### config.mk
export PLATFORM = sky130hd
export DESIGN_NAME = xram_accel_router_flat
export DESIGN_NICKNAME = d
export VERILOG_FILES = /design/src/rtl/xram_accel_router_pkg.sv /design/src/rtl/xram_accel_router_if.sv /design/src/rtl/xram_accel_router_addr_decode.sv /design/src/rtl/xram_accel_router.sv /design/src/flat_wrapper.sv
export SDC_FILE = /design/constraint.sdc
export NUM_CORES = 1
export LEC_CHECK = 0
export BUFFER_PORTS_ARGS = -buffer_cell sky130_fd_sc_hd__buf_4
export CORE_MARGIN = 8
export CORE_UTILIZATION = 34
export CTS_CLUSTER_DIAMETER = 150
export CTS_CLUSTER_SIZE = 12
export DETAILED_ROUTE_END_ITERATION = 16
export GPL_ROUTABILITY_DRIVEN = 0
export PLACE_DENSITY = 0.64
export SLEW_MARGIN = 5
export SYNTH_ARGS = -nofsm -noshare
export SYNTH_HDL_FRONTEND = slang
export SYNTH_HIERARCHICAL = 1
export SYNTH_SLANG_ARGS = --single-unit
### constraint.sdc
create_clock -name clk -period 2.2 [get_ports clk]
set_clock_uncertainty 0.1 [all_clocks]
set_input_delay 0.11 -clock clk [delete_from_list [all_inputs] [get_ports clk]]
set_output_delay 0.11 -clock clk [all_outputs]
set_load 0.01 [all_outputs]
### src/rtl/xram_accel_router_pkg.sv
// Shared types for the XRAM accelerator router: command encodings, FSM states
// and the all-ones fill value returned for unmapped or aborted reads.
package xram_router_pkg;

  typedef enum logic [1:0] {
    CMD_NOP = 2'd0,
    CMD_RD  = 2'd1,
    CMD_WR  = 2'd2
  } acc_cmd_e;

  typedef enum logic [1:0] {
    ST_IDLE = 2'd0,
    ST_BUSY = 2'd1,
    ST_RESP = 2'd2
  } rtr_state_e;

  localparam int MAX_DATA_W = 64;

  function automatic logic [MAX_DATA_W-1:0] miss_data(input int width);
    logic [MAX_DATA_W-1:0] v;
    v = '0;
    for (int i = 0; i < MAX_DATA_W; i++) begin
      if (i < width) v[i] = 1'b1;
    end
    return v;
  endfunction

endpackage

### src/rtl/xram_accel_router_if.sv
// CPU-side XRAM port and accelerator-side command bus used by the router.
// The router is the slave of the CPU interface and the master of the accelerator interface.
interface xram_cpu_if #(
  parameter int ADDR_W = 16,
  parameter int DATA_W = 8
) ();
  logic [ADDR_W-1:0] xram_addr;
  logic [DATA_W-1:0] xram_data_out;
  logic              xram_write;
  logic              xram_read;
  logic [DATA_W-1:0] xram_data_in;
  logic              xram_ack;

  modport master (
    output xram_addr, xram_data_out, xram_write, xram_read,
    input  xram_data_in, xram_ack
  );

  modport slave (
    input  xram_addr, xram_data_out, xram_write, xram_read,
    output xram_data_in, xram_ack
  );
endinterface

interface xram_acc_if #(
  parameter int N_ACC  = 2,
  parameter int ADDR_W = 16,
  parameter int DATA_W = 8
) ();
  logic [2*N_ACC-1:0]      acc_cmd;
  logic [ADDR_W-1:0]       acc_addr;
  logic [DATA_W-1:0]       acc_data;
  logic [N_ACC*DATA_W-1:0] acc_rdata;
  logic [N_ACC-1:0]        acc_ack;
  logic [N_ACC-1:0]        acc_grant;

  modport master (
    output acc_cmd, acc_addr, acc_data, acc_grant,
    input  acc_rdata, acc_ack
  );

  modport slave (
    input  acc_cmd, acc_addr, acc_data, acc_grant,
    output acc_rdata, acc_ack
  );
endinterface

### src/rtl/xram_accel_router_addr_decode.sv
// Maps an XRAM address onto one of N_ACC equal-size accelerator windows.
// A channel whose enable bit is low decodes as a miss.
module xram_addr_decode #(
  parameter int                N_ACC     = 2,
  parameter int                ADDR_W    = 16,
  parameter logic [ADDR_W-1:0] BASE_ADDR = 16'hFE00,
  parameter int                WIN_BITS  = 8,
  localparam int               SEL_W     = (N_ACC > 1) ? $clog2(N_ACC) : 1
) (
  input  logic [ADDR_W-1:0] addr_i,
  input  logic [N_ACC-1:0]  en_i,
  output logic              hit_o,
  output logic [SEL_W-1:0]  sel_o
);

  logic              above;
  logic [ADDR_W-1:0] offset;
  logic [ADDR_W-1:0] chan;

  // The offset is only trusted when addr >= base, so a wrapped subtraction never hits.
  always_comb begin
    above  = (addr_i >= BASE_ADDR);
    offset = addr_i - BASE_ADDR;
    chan   = offset >> WIN_BITS;
    hit_o  = 1'b0;
    sel_o  = '0;
    for (int i = 0; i < N_ACC; i++) begin
      if (above && (chan == ADDR_W'(i)) && en_i[i]) begin
        hit_o = 1'b1;
        sel_o = SEL_W'(i);
      end
    end
  end

endmodule

### src/rtl/xram_accel_router.sv
// Routes 8051 XRAM accesses to one of N_ACC accelerators and returns an ack.
// Optional hung-accelerator abort is enabled with `define XRAM_ROUTER_TIMEOUT_EN.
//
//   state   | meaning
//   IDLE    | waiting for xram_read/xram_write, decode and latch the access
//   BUSY    | command held on the selected channel until its acc_ack
//   RESP    | one-cycle xram_ack to the CPU, then back to IDLE
module xram_accel_router
  import xram_router_pkg::*;
#(
  parameter int                N_ACC     = 2,
  parameter int                ADDR_W    = 16,
  parameter int                DATA_W    = 8,
  parameter logic [ADDR_W-1:0] BASE_ADDR = 16'hFE00,
  parameter int                WIN_BITS  = 8,
  parameter int                TIMEOUT   = 15
) (
  input  logic       clk,
  input  logic       rst,
  xram_cpu_if.slave  cpu,
  xram_acc_if.master acc,
  output logic       err_timeout
);

  localparam int SEL_W = (N_ACC > 1) ? $clog2(N_ACC) : 1;
  localparam logic [MAX_DATA_W-1:0] MISS_FULL = miss_data(DATA_W);
  localparam logic [DATA_W-1:0]     MISS_DATA = MISS_FULL[DATA_W-1:0];

  rtr_state_e         state_q, state_d;
  logic [2*N_ACC-1:0] cmd_q, cmd_d;
  logic [ADDR_W-1:0]  addr_q, addr_d;
  logic [DATA_W-1:0]  data_q, data_d;
  logic [DATA_W-1:0]  rdata_q, rdata_d;
  logic [SEL_W-1:0]   sel_q, sel_d;
  acc_cmd_e           op_q, op_d;

  logic               req;
  acc_cmd_e           req_op;
  logic [N_ACC-1:0]   dec_en;
  logic               dec_hit;
  logic [SEL_W-1:0]   dec_sel;
  logic               ack_sel;
  logic [DATA_W-1:0]  rdata_sel;

`ifdef XRAM_ROUTER_TIMEOUT_EN
  localparam int CNT_W = $clog2(TIMEOUT + 1);
  logic [CNT_W-1:0] cnt_q, cnt_d;
  logic [N_ACC-1:0] en_q, en_d;
  logic             err_q, err_d;

  assign dec_en        = en_q;
  assign acc.acc_grant = en_q;
  assign err_timeout   = err_q;
`else
  assign dec_en        = '1;
  assign acc.acc_grant = '1;
  assign err_timeout   = 1'b0;
`endif

  assign req    = cpu.xram_write | cpu.xram_read;
  assign req_op = cpu.xram_write ? CMD_WR : CMD_RD;

  xram_addr_decode #(
    .N_ACC    (N_ACC),
    .ADDR_W   (ADDR_W),
    .BASE_ADDR(BASE_ADDR),
    .WIN_BITS (WIN_BITS)
  ) u_decode (
    .addr_i(cpu.xram_addr),
    .en_i  (dec_en),
    .hit_o (dec_hit),
    .sel_o (dec_sel)
  );

  always_comb begin
    ack_sel   = 1'b0;
    rdata_sel = '0;
    for (int i = 0; i < N_ACC; i++) begin
      if (sel_q == SEL_W'(i)) begin
        ack_sel   = acc.acc_ack[i];
        rdata_sel = acc.acc_rdata[i*DATA_W +: DATA_W];
      end
    end
  end

  always_comb begin
    state_d = state_q;
    cmd_d   = cmd_q;
    addr_d  = addr_q;
    data_d  = data_q;
    rdata_d = rdata_q;
    sel_d   = sel_q;
    op_d    = op_q;
`ifdef XRAM_ROUTER_TIMEOUT_EN
    cnt_d   = cnt_q;
    en_d    = en_q;
    err_d   = err_q;
`endif
    case (state_q)
      ST_IDLE: begin
        if (req) begin
          addr_d = cpu.xram_addr;
          data_d = cpu.xram_data_out;
          op_d   = req_op;
          sel_d  = dec_sel;
          if (dec_hit) begin
            state_d = ST_BUSY;
            cmd_d   = '0;
            for (int i = 0; i < N_ACC; i++) begin
              if (dec_sel == SEL_W'(i)) cmd_d[2*i +: 2] = req_op;
            end
`ifdef XRAM_ROUTER_TIMEOUT_EN
            cnt_d = CNT_W'(TIMEOUT - 1);
`endif
          end else begin
            state_d = ST_RESP;
            rdata_d = MISS_DATA;
          end
        end
      end
      ST_BUSY: begin
        if (ack_sel) begin
          if (op_q == CMD_RD) rdata_d = rdata_sel;
          cmd_d   = '0;
          state_d = ST_RESP;
        end
`ifdef XRAM_ROUTER_TIMEOUT_EN
        // Abort on the last allowed BUSY cycle; the channel stays fenced off until reset.
        else if (cnt_q == '0) begin
          cmd_d       = '0;
          rdata_d     = MISS_DATA;
          err_d       = 1'b1;
          en_d[sel_q] = 1'b0;
          state_d     = ST_RESP;
        end else begin
          cnt_d = cnt_q - 1'b1;
        end
`endif
      end
      ST_RESP: state_d = ST_IDLE;
      default: state_d = ST_IDLE;
    endcase
  end

  always_ff @(posedge clk or negedge rst) begin
    if (!rst) begin
      state_q <= ST_IDLE;
      cmd_q   <= '0;
      addr_q  <= '0;
      data_q  <= '0;
      rdata_q <= '0;
      sel_q   <= '0;
      op_q    <= CMD_NOP;
`ifdef XRAM_ROUTER_TIMEOUT_EN
      cnt_q   <= '0;
      en_q    <= '1;
      err_q   <= 1'b0;
`endif
    end else begin
      state_q <= state_d;
      cmd_q   <= cmd_d;
      addr_q  <= addr_d;
      data_q  <= data_d;
      rdata_q <= rdata_d;
      sel_q   <= sel_d;
      op_q    <= op_d;
`ifdef XRAM_ROUTER_TIMEOUT_EN
      cnt_q   <= cnt_d;
      en_q    <= en_d;
      err_q   <= err_d;
`endif
    end
  end

  assign acc.acc_cmd      = cmd_q;
  assign acc.acc_addr     = addr_q;
  assign acc.acc_data     = data_q;
  assign cpu.xram_data_in = rdata_q;
  assign cpu.xram_ack     = (state_q == ST_RESP);

endmodule

### src/flat_wrapper.sv
// flat-port wrapper written by rule: the top's interface ports become plain ports
module xram_accel_router_flat import xram_router_pkg::*;
#(
  parameter int                N_ACC     = 2,
  parameter int                ADDR_W    = 16,
  parameter int                DATA_W    = 8,
  parameter logic [ADDR_W-1:0] BASE_ADDR = 16'hFE00,
  parameter int                WIN_BITS  = 8,
  parameter int                TIMEOUT   = 15
)
  (clk, rst, err_timeout, cpu_xram_addr, cpu_xram_data_out, cpu_xram_write, cpu_xram_read, cpu_xram_data_in, cpu_xram_ack, acc_acc_cmd, acc_acc_addr, acc_acc_data, acc_acc_grant, acc_acc_rdata, acc_acc_ack);
  xram_cpu_if #(.ADDR_W(ADDR_W), .DATA_W(DATA_W)) cpu_i ();
  xram_acc_if #(.N_ACC(N_ACC), .ADDR_W(ADDR_W), .DATA_W(DATA_W)) acc_i ();
  input  logic clk;
  input  logic rst;
  output logic err_timeout;
  input wire logic [$bits(cpu_i.xram_addr)-1:0] cpu_xram_addr;
  input wire logic [$bits(cpu_i.xram_data_out)-1:0] cpu_xram_data_out;
  input wire logic [$bits(cpu_i.xram_write)-1:0] cpu_xram_write;
  input wire logic [$bits(cpu_i.xram_read)-1:0] cpu_xram_read;
  output wire logic [$bits(cpu_i.xram_data_in)-1:0] cpu_xram_data_in;
  output wire logic [$bits(cpu_i.xram_ack)-1:0] cpu_xram_ack;
  output wire logic [$bits(acc_i.acc_cmd)-1:0] acc_acc_cmd;
  output wire logic [$bits(acc_i.acc_addr)-1:0] acc_acc_addr;
  output wire logic [$bits(acc_i.acc_data)-1:0] acc_acc_data;
  output wire logic [$bits(acc_i.acc_grant)-1:0] acc_acc_grant;
  input wire logic [$bits(acc_i.acc_rdata)-1:0] acc_acc_rdata;
  input wire logic [$bits(acc_i.acc_ack)-1:0] acc_acc_ack;
  assign cpu_i.xram_addr = cpu_xram_addr;
  assign cpu_i.xram_data_out = cpu_xram_data_out;
  assign cpu_i.xram_write = cpu_xram_write;
  assign cpu_i.xram_read = cpu_xram_read;
  assign cpu_xram_data_in = cpu_i.xram_data_in;
  assign cpu_xram_ack = cpu_i.xram_ack;
  assign acc_acc_cmd = acc_i.acc_cmd;
  assign acc_acc_addr = acc_i.acc_addr;
  assign acc_acc_data = acc_i.acc_data;
  assign acc_acc_grant = acc_i.acc_grant;
  assign acc_i.acc_rdata = acc_acc_rdata;
  assign acc_i.acc_ack = acc_acc_ack;
  xram_accel_router #(.N_ACC(N_ACC), .ADDR_W(ADDR_W), .DATA_W(DATA_W), .BASE_ADDR(BASE_ADDR), .WIN_BITS(WIN_BITS), .TIMEOUT(TIMEOUT)) u_core (.clk(clk), .rst(rst), .cpu(cpu_i), .acc(acc_i), .err_timeout(err_timeout));
endmodule
==> summary.md <==
| Metric | Value |
|---|---|
| Worst-path clk slew | `approximately 0.08 ns` |
| Worst-Skew Late Latency | `approximately 0.28 ns` |
| Switching share of power | `0.2474` |
| Hold WC Path Type | `input pin to register` |
| Period Utilization, post-route | `0.9602` |
| Fill count | `503` |
| Top cells by area, synth | `dfrtp_1 (53%), mux2_2 (19%), mux2i_1 (4.7%)` |
| Initial core utilization | `0.3513` |
| Top post-synthesis cells by count | `dfrtp_1 (41), mux2_2 (33), nand2_1 (10)` |
| Via density | `4.501` |
| Routed Antenna Nets | `0` |
| TritonCTS Sinks | `between 40 and 50` |
| Core ar. | `between 5000 and 6000 um2` |
| Initial antenna violation count | `0` |
| CP max stage delay | `roughly 0.54 ns` |
| Pre-antenna DRT Iters | `4` |
| Syn_area_per_cell | `approximately 13 um2` |
| GRT Util Overall | `0.1224` |
| Worst r2r src | `u_core/state_q[1]$_DFFE_PN0P_` |
| Worst endpoint data arrival time | `roughly 2.2 ns` |
| Req. time, crit path | `~2.3 ns` |
| DRC | `0` |
| Synth cell types | `32` |
| Clock buffer depth | `2` |
| Cell count along the critical path | `8` |
| Synth Flop Type | `dfrtp_1` |
| Post-synth top area share | `0.5304` |
| Tmin final | `between 2 and 2.5 ns` |
| Share of post-route cells with drive strength above 1 | `0.5133` |
| CP endpoint kind | `register` |
| FF/Latch Area | `1026 um2` |
| Final Hold Fails | `0` |
| Vias in the first global route | `about 1600` |
| Initial DRC count | `approximately 110` |
| Die Span Y | `around 91 um` |
| Startpoint Class | `input pin` |
| Hold_sp | `cpu_xram_read` |
| Area leader, netlist | `dfrtp_1` |
| Combinational share of power | `0.242` |
| Final setup vio count | `0` |
| RSZ-0062 raised after global routing | `false` |
| Net switching power | `about 0.5 mW` |
| Maxcap violations | `0` |
| Number of port buffers | `between 80 and 90` |
| Die W | `roughly 90 um` |
| Worst R2R End | `u_core/cpu.xram_data_in[4]$_DFFE_PN0P_` |
| Nets | `slightly above 300` |
| Vias | `1508` |
| Hold Path Stages | `3` |
| Synth Register Bits | `between 40 and 50` |
| Placement Rows | `27` |
| Top delay family on crit path | `buffers and inverters` |
| Cell with the most instances after synthesis | `dfrtp_1` |
| Result of the run | `finished clean` |
| CTS tree | `yes` |
| DRT Wirelength | `roughly 5 mm` |
| Clock buffer count from CTS | `5` |
| Worst-Margin Slew | `between 0.5 and 0.6 ns` |
| F_max | `roughly 470 MHz` |
| Max VDD drop | `0.5407 mV` |
| Worst-path fanout max | `8` |
| Routed len/inst | `roughly 15 um` |
| H-tree levels | `2` |
| Largest net degree at the start of global routing | `42` |
| Reg2reg path depth | `3` |
| Post-synthesis sequential area ratio | `0.5304` |
| Critical path's slowest cell | `dlygate4sd3_1` |
| I/O pin total | `86` |
| Placed cells | `301` |
| Leakage power | `1.298 nW` |
| Worst path bufs/invs | `3` |
| Fin. max-slew vios | `0` |
| First-pass GRT wire length | `8.390 mm` |
| Sum Neg Setup Slack | `0 ns` |
| Clock power frac | `0.313` |
| Die ar. | `between 8000 and 9000 um2` |
| Hold path endpoint | `u_core/op_q[0]$_DFFE_PN0P_` |
| Slew Limit Headroom | `0.6566` |
| Antenna fix cells | `0` |
| Async set-reset flop share out of synthesis | `1.000` |
| EDFF count, synth | `0` |
| Power Dens Cells | `665.3 nW/um2` |
| CP Cell Sequence | `dlygate4sd3_1 -> buf_4 -> ha_1 -> nand2b_4 -> nor4_2 -> buf_4 -> o32ai_4 -> mux2_2` |
| Pint | `1.504 mW` |
| Reg power frac | `0.446` |
| Reg2Reg Setup Slack | `around 0.37 ns` |
| Yosys warns | `6` |
| Gate count after technology mapping | `149` |
| Dpl hpwl | `3.481 mm` |
| Cell mode on critical path | `buf_4` |
| Post-Syn Area | `roughly 1900 um2` |
| Overflow after GRT | `0` |
| Multi-input gate area | `847.1 um2` |
| CTS Root Cell | `clkbuf_8` |
| Cell Count, Final, Fillers Out | `roughly 340` |
| WS Path Type | `input pin to register` |
| Area grow syn2layout | `55.30%` |
[state kept, by name (all words and copies together) (netlist names)]
| register | count |
|---|---|
| u_core/state_q | 2 |
| u_core/acc.acc_data | 8 |
| u_core/op_q | 2 |
| u_core/sel_q | 1 |
| u_core/acc.acc_cmd | 4 |
| u_core/acc.acc_addr | 16 |
| u_core/cpu.xram_data_in | 8 |
[cell usage in the layout, fill, tap and decap left out, drive strengths merged, types with 5 or more instances in the layout]
cell,instances
buf,85
clkbuf,7
conb,6
dfrtp,41
dlygate4sd3,26
inv,7
mux2,33
mux2i,10
nand2,10
nand3,5
[repair_timing]
| item | CTS | global route |
|---|---|---|
| hold buffers | 26 | 0 |
| resized for setup | 0 | 1 |
| endpoints found under the hold margin | 66 | 0 |
| buffers inserted | 0 | 0 |
| endpoints found under the setup margin | 0 | 12 |
[layout make-up]
type,count,area share
flip-flops and latches,41,0.3415
well taps,72,0.02999
repair buffers,111,0.2990
inverters,7,0.008746
clock inverters,1,0.009996
multi-input cells,96,0.2820
clock buffers,7,0.02874
[routing by layer]
layer / track usage / wire (um) / vias up
li1: - / - / 741
met3: 0.05844 / 531 / 4
met1: 0.1455 / 2071 / 708
met5: 0 / 0 / -
met4: 0.04093 / 38 / 0
met2: 0.1891 / 2333 / 55
[how the worst max path moves through the flow]
stage / start / to
2_1_floorplan: cpu_xram_addr[9] / u_core/acc.acc_cmd[0]$_DFFE_PN0P_
4_1_cts: cpu_xram_addr[10] / u_core/cpu.xram_data_in[4]$_DFFE_PN0P_
6_report: cpu_xram_addr[10] / u_core/cpu.xram_data_in[4]$_DFFE_PN0P_
3_5_place_dp: cpu_xram_addr[10] / u_core/cpu.xram_data_in[4]$_DFFE_PN0P_
5_1_grt: cpu_xram_addr[9] / u_core/cpu.xram_data_in[4]$_DFFE_PN0P_
3_3_place_gp: cpu_xram_addr[9] / u_core/cpu.xram_data_in[0]$_DFFE_PN0P_
[per-stage QoR]
stage / hold slack, ns / setup slack [ns] / area, um2 / utilization / total power [mW]
floorplan: -0.2856 / 0.3736 / 1949 / - / 1.111
global placement: 0.03157 / 0.2645 / 2624 / 0.4765 / 1.351
detailed placement: 0.02702 / 0.2633 / 2624 / 0.4765 / 1.356
CTS: 0.05620 / 0.01115 / 3000 / 0.5449 / 2.021
global route: 0.06377 / 0.01395 / 3004 / 0.5456 / 2.110
finish: 0.05964 / 0.08761 / 3004 / 0.5456 / 1.999
[cells by family (layout without fill, tap and decap cells)]
| group | count (synthesis) | in the layout | synth area share |
|---|---|---|---|
| buffers and inverters | 16 | 126 | 0.04139 |
| muxes | 43 | 43 | 0.2503 |
| DFF | 41 | 41 | 0.5304 |
| adders and majority gates | 1 | 1 | 0.006467 |
| AOI/OAI and AO/OA | 13 | 13 | 0.05434 |
| other | 2 | 6 | 0.003882 |
| and+or+nand+nor | 33 | 33 | 0.1132 |
[tightest hold or removal path, cell delays in order]
cell     delay [ns]
buf_4          0.12
a21oi_1        0.06
a21oi_1        0.11
[power groups by stage]
stage / combinational (mW) / clock, mW / sequential, mW
after detailed placement: 0.451 / 0 / 0.904
after floorplan: 0.170 / 0 / 0.941
after CTS: 0.490 / 0.641 / 0.890
after global placement: 0.450 / 0 / 0.901
after global routing: 0.525 / 0.680 / 0.905
final: 0.483 / 0.625 / 0.891
Note: power is estimated with default switching activity, not from simulation.
